==> src/rtl/rs_dispatch_ctrl.sv <==
// rs_dispatch_ctrl: one-entry dispatch register between the decoder and the
// four reservation stations (ALU=0, SFU=1, BRU=2, AGU=3). Instructions are
// forwarded only when the target station has a free entry, tracked through
// per-station credit counters. A mispredict flush drops the held instruction
// and restores all credits.
// Optional macro RS_DISPATCH_PERF_EN adds stall_cycles/dispatch_count outputs.
module rs_dispatch_ctrl #(
  parameter int RS_DEPTH = 4,
  parameter int CNT_W    = 3
) (
  input  logic        clk,
  input  logic        rst_n,
  input  logic        de_valid,
  output logic        de_ready,
  input  logic        de_rs_write,
  input  logic [1:0]  de_rs_num,
  input  logic [3:0]  de_ctrl,
  input  logic [31:0] de_imm,
  output logic [3:0]  ds_valid,
  output logic [3:0]  ds_ctrl,
  output logic [31:0] ds_imm,
  input  logic [3:0]  rs_release,
  input  logic        flush,
  output logic        credit_err
`ifdef RS_DISPATCH_PERF_EN
  ,
  output logic [31:0] stall_cycles,
  output logic [31:0] dispatch_count
`endif
);

  typedef enum logic [1:0] {
    RUN     = 2'd0,
    STALL   = 2'd1,
    RECOVER = 2'd2
  } state_t;

  localparam logic [CNT_W-1:0] FULL = CNT_W'(RS_DEPTH);

  state_t           state;
  state_t           state_nxt;
  logic [CNT_W-1:0] credit [4];

  logic             h_v;
  logic [1:0]       h_num;
  logic [3:0]       h_ctrl;
  logic [31:0]      h_imm;

  logic             h_has_credit;
  logic             fire;
  logic             acc;
  logic             load;
  logic [3:0]       fire_vec;
  logic [3:0]       rel_vec;
  logic [3:0]       err_vec;

  assign h_has_credit = (credit[h_num] != '0);
  assign fire         = h_v & h_has_credit & ~flush;
  assign ds_valid     = fire_vec;
  assign de_ready     = rst_n & ~flush & (state != RECOVER) & (~h_v | fire);
  assign acc          = de_valid & de_ready;
  assign load         = acc & de_rs_write;

  // H fields only change on a load, so they already hold the last value
  assign ds_ctrl = h_ctrl;
  assign ds_imm  = h_imm;

  // One-hot strobe toward the selected station when the held entry leaves
  always_comb begin
    fire_vec = 4'b0000;
    if (fire) fire_vec = 4'b0001 << h_num;
  end

  // Usable releases versus releases arriving at an already-full counter
  always_comb begin
    rel_vec = 4'b0000;
    err_vec = 4'b0000;
    for (int i = 0; i < 4; i++) begin
      rel_vec[i] = rs_release[i] & ~flush & (credit[i] != FULL);
      err_vec[i] = rs_release[i] & ~flush & (credit[i] == FULL);
    end
  end

  // Credit counters: take one on dispatch, give one back on release
  always_ff @(posedge clk or negedge rst_n) begin
    if (!rst_n) begin
      for (int i = 0; i < 4; i++) credit[i] <= FULL;
    end else if (flush) begin
      for (int i = 0; i < 4; i++) credit[i] <= FULL;
    end else begin
      for (int i = 0; i < 4; i++)
        credit[i] <= credit[i] - CNT_W'(fire_vec[i]) + CNT_W'(rel_vec[i]);
    end
  end

  // Holding register: load on accept, empty once dispatched or flushed
  always_ff @(posedge clk or negedge rst_n) begin
    if (!rst_n) begin
      h_v    <= 1'b0;
      h_num  <= 2'd0;
      h_ctrl <= 4'd0;
      h_imm  <= 32'd0;
    end else if (flush) begin
      h_v <= 1'b0;
    end else if (load) begin
      h_v    <= 1'b1;
      h_num  <= de_rs_num;
      h_ctrl <= de_ctrl;
      h_imm  <= de_imm;
    end else if (fire) begin
      h_v <= 1'b0;
    end
  end

  // Sticky error for a release that had no entry to return to
  always_ff @(posedge clk or negedge rst_n) begin
    if (!rst_n)           credit_err <= 1'b0;
    else if (|err_vec)    credit_err <= 1'b1;
  end

  // State register
  always_ff @(posedge clk or negedge rst_n) begin
    if (!rst_n) state <= RUN;
    else        state <= state_nxt;
  end

  // Next state: flush wins, RECOVER lasts a single cycle
  always_comb begin
    state_nxt = state;
    if (flush) begin
      state_nxt = RECOVER;
    end else begin
      case (state)
        RUN:     if (h_v & ~h_has_credit) state_nxt = STALL;
        STALL:   if (fire)                state_nxt = RUN;
        RECOVER:                          state_nxt = RUN;
        default:                          state_nxt = RUN;
      endcase
    end
  end

`ifdef RS_DISPATCH_PERF_EN
  // Performance counters, untouched by flush, wrapping naturally
  always_ff @(posedge clk or negedge rst_n) begin
    if (!rst_n) begin
      stall_cycles   <= 32'd0;
      dispatch_count <= 32'd0;
    end else begin
      if (h_v & ~fire & ~flush) stall_cycles <= stall_cycles + 32'd1;
      if (fire)                 dispatch_count <= dispatch_count + 32'd1;
    end
  end
`endif

endmodule

==> config.mk <==
export PLATFORM = sky130hd
export DESIGN_NAME = rs_dispatch_ctrl
export DESIGN_NICKNAME = d
export VERILOG_FILES = /design/src/rtl/rs_dispatch_ctrl.sv
export SDC_FILE = /design/constraint.sdc
export NUM_CORES = 1
export LEC_CHECK = 0
export ABC_AREA = 1
export CAP_MARGIN = 20
export CORE_ASPECT_RATIO = 1.4
export CORE_MARGIN = 4
export CORE_UTILIZATION = 49
export CTS_CLUSTER_DIAMETER = 100
export DETAILED_ROUTE_END_ITERATION = 16
export PLACE_DENSITY_LB_ADDON = 0.05
export SLEW_MARGIN = 20
export SYNTH_ARGS = -nofsm -noshare
export SYNTH_HDL_FRONTEND = slang
export SYNTH_SLANG_ARGS = --single-unit
export TNS_END_PERCENT = 100
==> constraint.sdc <==
create_clock -name clk -period 4.1 [get_ports clk]
set_input_delay 0.82 -clock clk [delete_from_list [all_inputs] [get_ports clk]]
set_output_delay 0.82 -clock clk [all_outputs]
set_load 0.05 [all_outputs]
==> results_dict.tcl <==
set metrics [dict create \
    status "completed" \
    cts_buffers 5 \
    fin_util 0.700 \
    die_w_um 69.9 \
    yosysTopAreaCell "dfrtp_1" \
    start_util 0.506 \
    gr-total-overflow 0 \
    synthCells 301 \
    maxSlewHeadroom 0.496 \
    routed_wl_um 6150 \
    synth_nets 360 \
    hpwlAfterDp_um 4390 \
    startpoint "flush" \
    hold_viol 0 \
    max_stage_delay_ns 0.83 \
    power_density_mw_per_mm2 404 \
    worst_ep_required_time_ns 3.28 \
    drc 0 \
    ir_drop_mv 0.309 \
    tns_ns 0 \
    crit_fanout 12 \
    worst_slew_pin_slew_ns 0.753 \
    synth_top_area_frac 0.475 \
    synthTopCellsByArea "dfrtp_1 (48%), nand2_1 (14%), nand4_1 (9.5%)" \
    track_usage 0.197 \
    hold_class "flop to flop" \
    synth_warnings 0 \
    crit_arrival_ns 2.59 \
    cp_common_cell "clkdlybuf4s50_1" \
    setup_viol 0 \
    fin_crit_ns 3.41 \
    portBuffers 88 \
    slew_viol_final 0 \
    synth-seq-cells 54 \
    clock-sinks 54 \
    async_reset_ff_frac 1.00 \
    critPathKind "input pin to output pin" \
    grt_pass1_vias 2326 \
    clock_path_buffers 2 \
    num_vias 2251 \
    endpoint_kind "output pin" \
    num_rows 31 \
    reg2reg_to "credit[8]" \
    die_area_sq_mm 0.00663 \
    placed_area_sq_mm 0.00355 \
    die_h_um 94.7 \
    r2r_cells 14 \
    drt-vias-per-instance 5.01 \
    setup_slack_ns 0.691 \
    grt_pass1_wl_um 10500 \
    crit_path_end "ds_valid[1]" \
    max_freq_mhz 293 \
    min_from "ds_imm[31]" \
    r2r_slack_ns 1.50 \
    slowest_stage "clkdlybuf4s50_1" \
    layout-drive-gt1-share 0.0679 \
    first_pass_iters 4 \
    design_area_sq_mm 0.00364 \
    crit_chain "clkdlybuf4s50_1 -> inv_2 -> nand2_1 -> nor2_1 -> clkdlybuf4s50_1" \
    syn_avg_cell_area_sq_um 8.75 \
    skew_ns 0.00772 \
    cts_resized 0 \
    antennaDiodeCount 0 \
    ys_seq_area_frac 0.515 \
    synth.most_common_cell "nand2_1" \
    cts_setup_buffers 0 \
    final_nets 441 \
    cts_hold_buf 0 \
    netlist_area_sq_mm 0.00263 \
    ys_top_cells_by_count "nand2_1 (97), dfrtp_1 (50), nand4_1 (40), inv_1 (30), nor2_1 (21)" \
    wl_per_cell_um 13.7 \
    ioPinCount 89 \
    antenna_found_initial 0 \
    synth_edf_count 0 \
    drt_iter0_markers 61 \
    ant_nets 0 \
    cap_violations 0 \
    core_sq_mm 0.00520 \
    r2r_start "credit[1]" \
    cts.clk_slew.worst_paths_ns 0.09 \
    p_leak_nw 1.76 \
    rsz0062_at_grt "false" \
    place_congestion 0.828 \
    period_share 0.832 \
    cts_root_buf "clkbuf_8" \
    clock_latency_ns 0.30 \
    cp-start-kind "input pin" \
    finalPower_mw 1.47 \
    dpl_worst_slack_ns 0.701 \
    synth_cell_types 30 \
    cts_htree_levels 2 \
    area_growth_pct 38.2 \
    grt_max_degree 55 \
    cts_tree "done" \
    synthFlopType "dfrtp_1" \
]
layout make-up:
type,instances,area [sq um]
Fill cell,450,1560
Sequential cell,54,1360
Multi-Input combinational cell,197,1070
Timing Repair Buffer,93,923
Inverter,31,116
Clock buffer,7,86.3
Tap cell,66,82.6
Clock inverter,1,5.00
how the worst min path moves through the flow:
stage,cells after the start,endpoint
2_1_floorplan,2,h_num[0]
3_3_place_gp,2,ds_imm[19]
3_5_place_dp,2,ds_imm[2]
4_1_cts,2,ds_imm[3]
5_1_grt,2,ds_imm[14]
6_report,2,ds_imm[31]
flip-flops by register name, summed over array words and instances (netlist names):
name and flops:
state 2, h_v 1, ds_ctrl 4, h_num 2, credit_err 1, ds_imm 32
credit 12
kinds of logic after synthesis:
| family | share of synthesized area |
|---|---|
| flops | 0.515 |
| xor+xnor | 0.0166 |
| fa+ha+maj | 0.0684 |
| simple gates | 0.289 |
| compound gates | 0.0285 |
| buf+inv | 0.0822 |
placed cells by master (no fill, tap or decap), types with 2 or more instances in the layout:
| cell type | n |
|---|---|
| o21ai_0 | 2 |
| nand4_1 | 40 |
| buf_4 | 5 |
| clkbuf_8 | 6 |
| dfrtp_1 | 50 |
| dfstp_2 | 4 |
| or2_2 | 2 |
| fa_1 | 4 |
| inv_1 | 30 |
| xnor2_1 | 3 |
| ha_1 | 8 |
| nor2_2 | 2 |
| nor2_1 | 21 |
| xor2_1 | 2 |
| nand2_1 | 97 |
| nand3_1 | 4 |
| clkdlybuf4s50_1 | 86 |
per-layer routing:
metal,vias to the layer above,GRT usage,part of all wire
met5,-,0,0
met4,0,0.0751,0.019
met3,10,0.0564,0.058
li1,1129,-,-
met1,1049,0.234,0.40
met2,63,0.338,0.52
power breakdown:
part	total [mW]	switching, mW	internal [mW]	leakage, nW
Clock	0.295	0.159	0.137	0.0482
Combinational	0.532	0.347	0.185	1.02
Sequential	0.644	0.0418	0.603	0.695
Total	1.47	0.547	0.924	1.76
metrics by stage:
step	cells	hold WS, ns
finish	449	0.474
global route	449	0.505
CTS	449	0.480
detailed placement	441	0.457
global placement	441	0.453
floorplan	301	0.504
worst max-delay path: cells and delay by family:
kind / cells / cell delay [ns]
and+or+nand+nor: 2 / 0.33
buffers and inverters: 3 / 1.43
Power figures use the tool's default switching activity.
